--- src/rtl/line_shift_ctrl.sv ---
// line_shift_ctrl: sequences a RAM-based one-line shift buffer for a pixel stream,
// aligning the previous-line tap with the current pixel and tracking row/column.
module line_shift_ctrl #(
  parameter int DSIZE  = 8,
  parameter int WDEPTH = 800,
  parameter int ASIZE  = $clog2(WDEPTH)
) (
  input  logic             clk,
  input  logic             rst_n,
  input  logic [ASIZE:0]   cfg_width,
  input  logic             vsync_i,
  input  logic             de_i,
  input  logic [DSIZE-1:0] din_i,
  output logic [ASIZE-1:0] ram_raddr,
  output logic             ram_we,
  output logic [ASIZE-1:0] ram_waddr,
  output logic [DSIZE-1:0] ram_wdata,
  output logic             sclr,
  output logic             dout_valid,
  output logic [DSIZE-1:0] cur_pix,
  output logic [ASIZE-1:0] col_cnt,
  output logic [11:0]      row_cnt,
  output logic [1:0]       bayer_phase,
  output logic             line_done,
  output logic             frame_err
);
  typedef enum logic [1:0] {IDLE, FILL, RUN} state_t;
  state_t state, state_nx;
  logic vsync_q, vs_edge, acc, last;
  logic [ASIZE:0] width, width_clamp;
  assign vs_edge = vsync_i & ~vsync_q;
  assign acc = de_i & (state != IDLE) & ~vs_edge;
  assign last = ({1'b0, col_cnt} == width - 1'b1);
  assign ram_raddr = col_cnt;
  assign width_clamp = (cfg_width < (ASIZE+1)'(2)) ? (ASIZE+1)'(2) :
                       (cfg_width > (ASIZE+1)'(WDEPTH)) ? (ASIZE+1)'(WDEPTH) : cfg_width;
  always_comb begin
    state_nx = state;
    if (vs_edge) state_nx = FILL;
    else if (state == FILL && acc && last) state_nx = RUN;
  end
  always_ff @(posedge clk or negedge rst_n) begin
    if (!rst_n) begin
      state       <= IDLE;
      vsync_q     <= 1'b0;
      width       <= '0;
      col_cnt     <= '0;
      row_cnt     <= '0;
      sclr        <= 1'b0;
      frame_err   <= 1'b0;
      ram_we      <= 1'b0;
      ram_waddr   <= '0;
      ram_wdata   <= '0;
      line_done   <= 1'b0;
      dout_valid  <= 1'b0;
      cur_pix     <= '0;
      bayer_phase <= '0;
    end else begin
      state       <= state_nx;
      vsync_q     <= vsync_i;
      sclr        <= vs_edge;
      ram_we      <= acc;
      ram_waddr   <= col_cnt;
      ram_wdata   <= din_i;
      line_done   <= acc & last;
      dout_valid  <= acc & (state == RUN);
      cur_pix     <= din_i;
      bayer_phase <= {row_cnt[0], col_cnt[0]};
      if (vs_edge) begin
        width   <= width_clamp;
        col_cnt <= '0;
        row_cnt <= '0;
        if (col_cnt != '0) frame_err <= 1'b1;
      end else if (acc) begin
        col_cnt <= last ? '0 : col_cnt + 1'b1;
        if (last && row_cnt != 12'hfff) row_cnt <= row_cnt + 1'b1;
      end
    end
  end
endmodule

--- config.mk ---
export PLATFORM = sky130hd
export DESIGN_NAME = line_shift_ctrl
export DESIGN_NICKNAME = d
export VERILOG_FILES = /design/src/rtl/line_shift_ctrl.sv
export SDC_FILE = /design/constraint.sdc
export NUM_CORES = 1
export LEC_CHECK = 0
export BUFFER_PORTS_ARGS = -buffer_cell sky130_fd_sc_hd__buf_2
export CAP_MARGIN = 20
export CELL_PAD_IN_SITES_DETAIL_PLACEMENT = 1
export CELL_PAD_IN_SITES_GLOBAL_PLACEMENT = 1
export CORE_ASPECT_RATIO = 0.9
export CORE_MARGIN = 4
export CORE_UTILIZATION = 30
export DETAILED_ROUTE_END_ITERATION = 16
export PLACE_DENSITY_LB_ADDON = 0.1
export RECOVER_POWER = 50
export SYNTH_ARGS = -nofsm -noshare
export SYNTH_HDL_FRONTEND = slang
export SYNTH_SLANG_ARGS = --single-unit
--- constraint.sdc ---
create_clock -name clk -period 2.7 [get_ports clk]
set_input_delay 0.54 -clock clk [delete_from_list [all_inputs] [get_ports clk]]
set_output_delay 0.54 -clock clk [all_outputs]
set_load 0.1 [all_outputs]
* Word-level counts from Yosys, hierarchy flattened
Index checks and enable logic that the tools add are counted.
Storage, ports and cells: register bits 61, bits of input ports 23, output and inout port bits 65
Cells by class: $add $sub $neg 3, $lt $le $gt $ge 2, eq/ne operators 4, muxes and demuxes 10, bitwise gates (word level) 7, reduce and logical (&&, ||, !) cells 10
Operators by type and width (number):
- two-way mux 12 bit | 3
- two-way mux 10 bit | 3
- two-way mux 11 bit | 2
- adder 12 x 1 -> 12 bit (second input constant) | 1
- inequality test 12 bit (second input constant) | 1
- == test 10 x 11 -> 1 bit | 1
- > comparator 11 x 10 -> 1 bit (second input constant) | 1
- less-than comparator 11 x 2 -> 1 bit (second input constant) | 1
- subtractor 11 x 1 -> 11 bit (second input constant) | 1
- adder 10 x 1 -> 10 bit (second input constant) | 1
- nonzero test 10 bit | 1
- nonzero test 2 bit | 4
- AND 1 bit | 5
- two-way mux 2 bit | 2
- AND reduction 2 bit | 2
- logical AND 1 bit | 3
- == test 2 x 1 -> 1 bit (second input constant) | 1
- == test 2 bit (second input constant) | 1
- NOT 1 bit | 2

* Logic depth before layout (Yosys ltp)
depth in word-level cells 8, depth in mapped cells 10, depth with buffers taken out 8

* Least setup slack after synthesis
No wires, ideal clock.
path type reg2reg, start reg col_cnt[7], end reg col_cnt[2], setup time 0.149 ns, data arrival time 2.889 ns, required time 2.551 ns, setup slack -0.338 ns, stages on the path, launching flop included 8, path buffers 1, period minus slack after synthesis 3.038 ns, cells stage by stage dfrtp_1 > xor2_1 > o2bb2a_1 > a221o_1 > or4_1 > buf_2 > nor3_1 > nor3_1
On the way: word-level cells in the longest chain between the ends 4
RTL lines:
- start: declaration | RTL line 21 | output logic [ASIZE-1:0] col_cnt,
- start signal: assignment | RTL line 75 | col_cnt <= last ? '0 : col_cnt + 1'b1;
- == test 10 x 11 -> 1 bit | RTL line 33 | assign last = ({1'b0, col_cnt} == width - 1'b1);
- two-way mux 10 bit | RTL line 75
- two-way mux 10 bit | RTL line 74 | end else if (acc) begin
- two-way mux 10 bit | RTL line 69 | if (vs_edge) begin
Every way passes these cells. The select of a mux whose other input is x is not followed. A chain may end at the register's enable or synchronous reset.

* Worst setup path in the final report
start reg width[2], end reg row_cnt[10]
On the way: word-level cells in the longest chain between the ends 5
RTL lines:
- start: declaration | RTL line 30 | logic [ASIZE:0] width, width_clamp;
- start signal: assignment | RTL line 70 | width <= width_clamp;
- subtractor 11 x 1 -> 11 bit | RTL line 33
- == test 10 x 11 -> 1 bit | RTL line 33
- logical AND 1 bit | RTL line 76 | if (last && row_cnt != 12'hfff) row_cnt <= row_cnt + 1'b1;
- nonzero test 2 bit (no line)
- AND reduction 2 bit (no line)
- end signal: assignment | RTL line 76
- end: declaration | RTL line 22 | output logic [11:0] row_cnt,
Every way passes these cells.

==> summary.md <==
| Metric | Value |
|---|---|
| Violated checks | `capacitance limit, slew limit` |
| DRC errors left | `0` |
| Simple-Gate Fraction of Synth Area | `20.00%` |
| Area leader, netlist | `dfrtp_1` |
| Max-cap violations | `2` |
| Most frequent cells in the layout | `buf_2, dfrtp_1, nand2_1, o21ai_0` |
| Mapped Area | `around 0.0030 mm2` |
| Sw frac | `around 40%` |
| Syn-to-layout area delta | `26.22%` |
| R2R depth | `8` |
| Gp weighted congestion | `approximately 0.74` |
| Crit path capture type | `flop` |
| Util after Layout | `39.07%` |
| Int Pwr | `~1.5 mW` |
| Worst Path Required | `2910 ps` |
| XOR/XNOR share of the synthesized area | `~3.5%` |
| Final worst-path cycle share | `slightly below 100%` |
| Total Routing Usage GR | `15.14%` |
| Reg area | `approximately 0.0015 mm2` |
| Htree depth | `3` |
| CP dominant cell by count | `buf_4` |
| Worst Hold Class | `in2reg` |
| Most common cell after layout, fill and taps aside | `buf_2` |
| DR top layer | `met4` |
| CTS tree | `built` |
| Comb power frac | `between 20% and 30%` |
| FF+latch count, synth | `60` |
| Layout cells sized above 1 | `32.99%` |
| Slew margin rel. | `-21.12%` |
| CP Buf/Inv Count | `2` |
| Slowest stage cell, crit path | `or4_1` |
| P per Cell Area | `662.2 mW/mm2` |
| Cells after Synth | `301` |
| Critical path startpoint category | `flop` |
| Clk buf depth | `2` |
| Outcome | `finished with violations` |
| Unrepaired setup endpoints after global routing | `true` |
| Clock latency on the worst-skew pair | `~340 ps` |
| Fin Setup TNS | `0 ps` |
| RR Endpoint | `row_cnt[10]` |
| Synth Area in Adders | `under 10%` |
| Drt pass-1 iters | `4` |
| Largest cells by area after synthesis | `dfrtp_1, buf_4, o21ai_0` |
| Synth unique cells | `48` |
| Total number of vias | `2599` |
| Top cell type's share of synthesized area | `about half` |
| Sequential cell area fraction in the yosys report | `about half` |
| 1st-iter DRT viols | `94` |
| Hold Path Cell Cnt | `1` |
| Ys Warns | `0` |
| Nets@finish | `416` |
| Mapped Nets | `about 330` |
| Number of global-route vias before repair | `2617` |
| WP data arrival | `2810 ps` |
| Setup CP Type | `reg2reg` |
| Area of the multi-input gates | `about 0.0013 mm2` |
| CTS clk-pin slew, worst paths | `about 70 ps` |
| R2R Setup Slk | `around 100 ps` |
| Max incr delay on CP | `520 ps` |
| FFs w/ async S/R, synth | `100.0%` |
| Worst r2r src | `width[2]` |
| Routed Antenna Nets | `0` |
| Top delay family on crit path | `simple AND/OR/NAND/NOR gates` |
| Clk root buf | `clkbuf_8` |
| GRT overflow | `0` |
| Worst-path cell chain | `or3_1 > buf_4 > or4_1 > o32ai_4 > nor2_2 > buf_4 > o41ai_1 > a21oi_1` |
| Met3 routed WL | `460 um` |
| Worst Max-Slew Pin Slew | `approximately 1800 ps` |
| Max Clk Rate | `between 300 and 400 MHz` |
| First-pass GRT wire length | `between 10 and 15 mm` |
| Main synth FF type | `dfrtp_1` |
| Die Y | `just over 100 um` |
| Final worst path period need | `approximately 2600 ps` |
| Clock sinks | `60` |
| Slew Limit Fails | `71` |
| Vias per cell | `~5` |
| Filler cell count | `~1200` |
| NetSw | `about 1000 uW` |
| EDFF count, synth | `0` |
| Die X-Extent | `113.7 um` |
| Final worst slack | `102.6 ps` |
| Met1 wire length | `4.174 mm` |
| Final hold vios | `0` |
| Mux cell area share after synthesis | `under 10%` |
| Syn avg cell area | `10.02 um2` |
| Die Footprint | `roughly 0.012 mm2` |
| Antenna violations before repair | `0` |
| CTS hold repair buffers | `0` |
| Largest family of logic cells by synthesized area | `simple AND/OR/NAND/NOR gates` |
| Synth Area in Compound Gates | `between 15 and 20%` |
| Dpl hpwl | `between 6 and 7 mm` |
| WHS Endpoint | `cur_pix[1]` |
| Floorplan row count | `34` |
| Worst vdd ir | `0.3332 mV` |
| Seq pwr share | `between 30% and 40%` |
| Port buffer count | `slightly below 90` |
| Clk_skew | `7.852 ps` |
| CTS buffer count | `9` |
| HP Start | `din_i[1]` |
| # IOs | `around 90` |
| Pre-CTS setup slack | `-0.2924 ps` |
| Smallest hold slack | `between 300 and 400 ps` |
| Number of antenna diodes | `0` |
| Clk pwr share | `32.7%` |
| WL final | `8.472 mm` |
| Largest net degree at the start of global routing | `36` |
| Final setup violation count | `0` |
| Core footprint | `roughly 0.0097 mm2` |
| Metal2 WL | `3.763 mm` |
| Avg WL per Cell | `approximately 16 um` |
| Pleak | `about 1.8 nW` |
| Initial Util | `between 30% and 40%` |
| Crit-path max FO | `12` |
[worst max-delay path by stage]
stage | startpoint | to | slack, ps | cells after the start
after floorplan | col_cnt[7] | col_cnt[2] | 3 | 7
after global placement | width[2] | row_cnt[3] | 70 | 7
after detailed placement | width[2] | row_cnt[5] | -0.3 | 7
after CTS | width[2] | row_cnt[7] | 10 | 7
after global routing | width[7] | row_cnt[3] | -30 | 7
final | width[2] | row_cnt[10] | 100 | 8
[worst register-to-register path, stage by stage (launching register included)]
cell and delay [ps]:
dfrtp_1 410, or3_1 430, buf_4 170, or4_1 520, o32ai_4 180, nor2_2 100
buf_4 200, o41ai_1 370, a21oi_1 110
[cell type report]
class | instances | area share, %
flip-flops and latches | 60 | 39.55
clock buffers | 9 | 3.254
repair buffers | 109 | 15.02
clock inverters | 7 | 1.972
well taps | 126 | 4.142
inverters | 10 | 0.9862
multi-input cells | 199 | 35.08
[flip-flops by register name, indices dropped and copies added (netlist names)]
signal	flops
bayer_phase	2
col_cnt	10
cur_pix	8
dout_valid	1
frame_err	1
line_done	1
ram_waddr	9
ram_we	1
row_cnt	12
sclr	1
state	2
vsync_q	1
width	11
[synth_stat cells, types with 7 or more instances]
| library cell | n |
|---|---|
| xor2_1 | 7 |
| o21ai_0 | 18 |
| nand4_1 | 8 |
| clkbuf_1 | 10 |
| nand2_1 | 24 |
| and3_1 | 7 |
| nor4_1 | 7 |
| dfrtp_1 | 60 |
| nand2b_1 | 12 |
| nor2_1 | 12 |
| buf_4 | 19 |
| inv_1 | 10 |
| nand3_1 | 12 |
| nor3_1 | 14 |
[repair_timing]
item | CTS | global route
gates resized for setup | 1 | 15
pin swaps | 0 | 4
setup buffers | 0 | 2
hold endpoints to repair | 0 | 0
setup endpoints to repair | 1 | 21
[through the flow]
stage               total power [mW]  cell area [um2]  std cells
floorplan                      1.550             3025        301
global placement               1.697             3567        502
CTS                            2.551             3766        518
finish                         2.520             3806        520
global route                   2.652             3806        520
detailed placement             1.706             3567        502
[kinds of logic after synthesis]
logic type	count (synthesis)
compound gates	67
xor+xnor	12
fa+ha+maj	4
buf+inv	42
flops	60
mux	4
simple gates	112
[power groups by stage]
stage          sequential, mW  combinational (mW)  clock, mW
4_1_cts                 0.990               0.699      0.861
2_1_floorplan            1.20               0.350          0
3_5_place_dp             1.01               0.698          0
5_1_grt                 0.998               0.756      0.899
3_3_place_gp             1.01               0.691          0
6_report                0.989               0.708      0.823
[per-layer routing]
metal,GRT usage [%],vias to the layer above
li1,-,1262
met1,21.32,1261
met2,23.27,69
met3,3.521,7
met4,4.529,0
met5,0,-
Note: power is estimated with default switching activity, not from simulation.
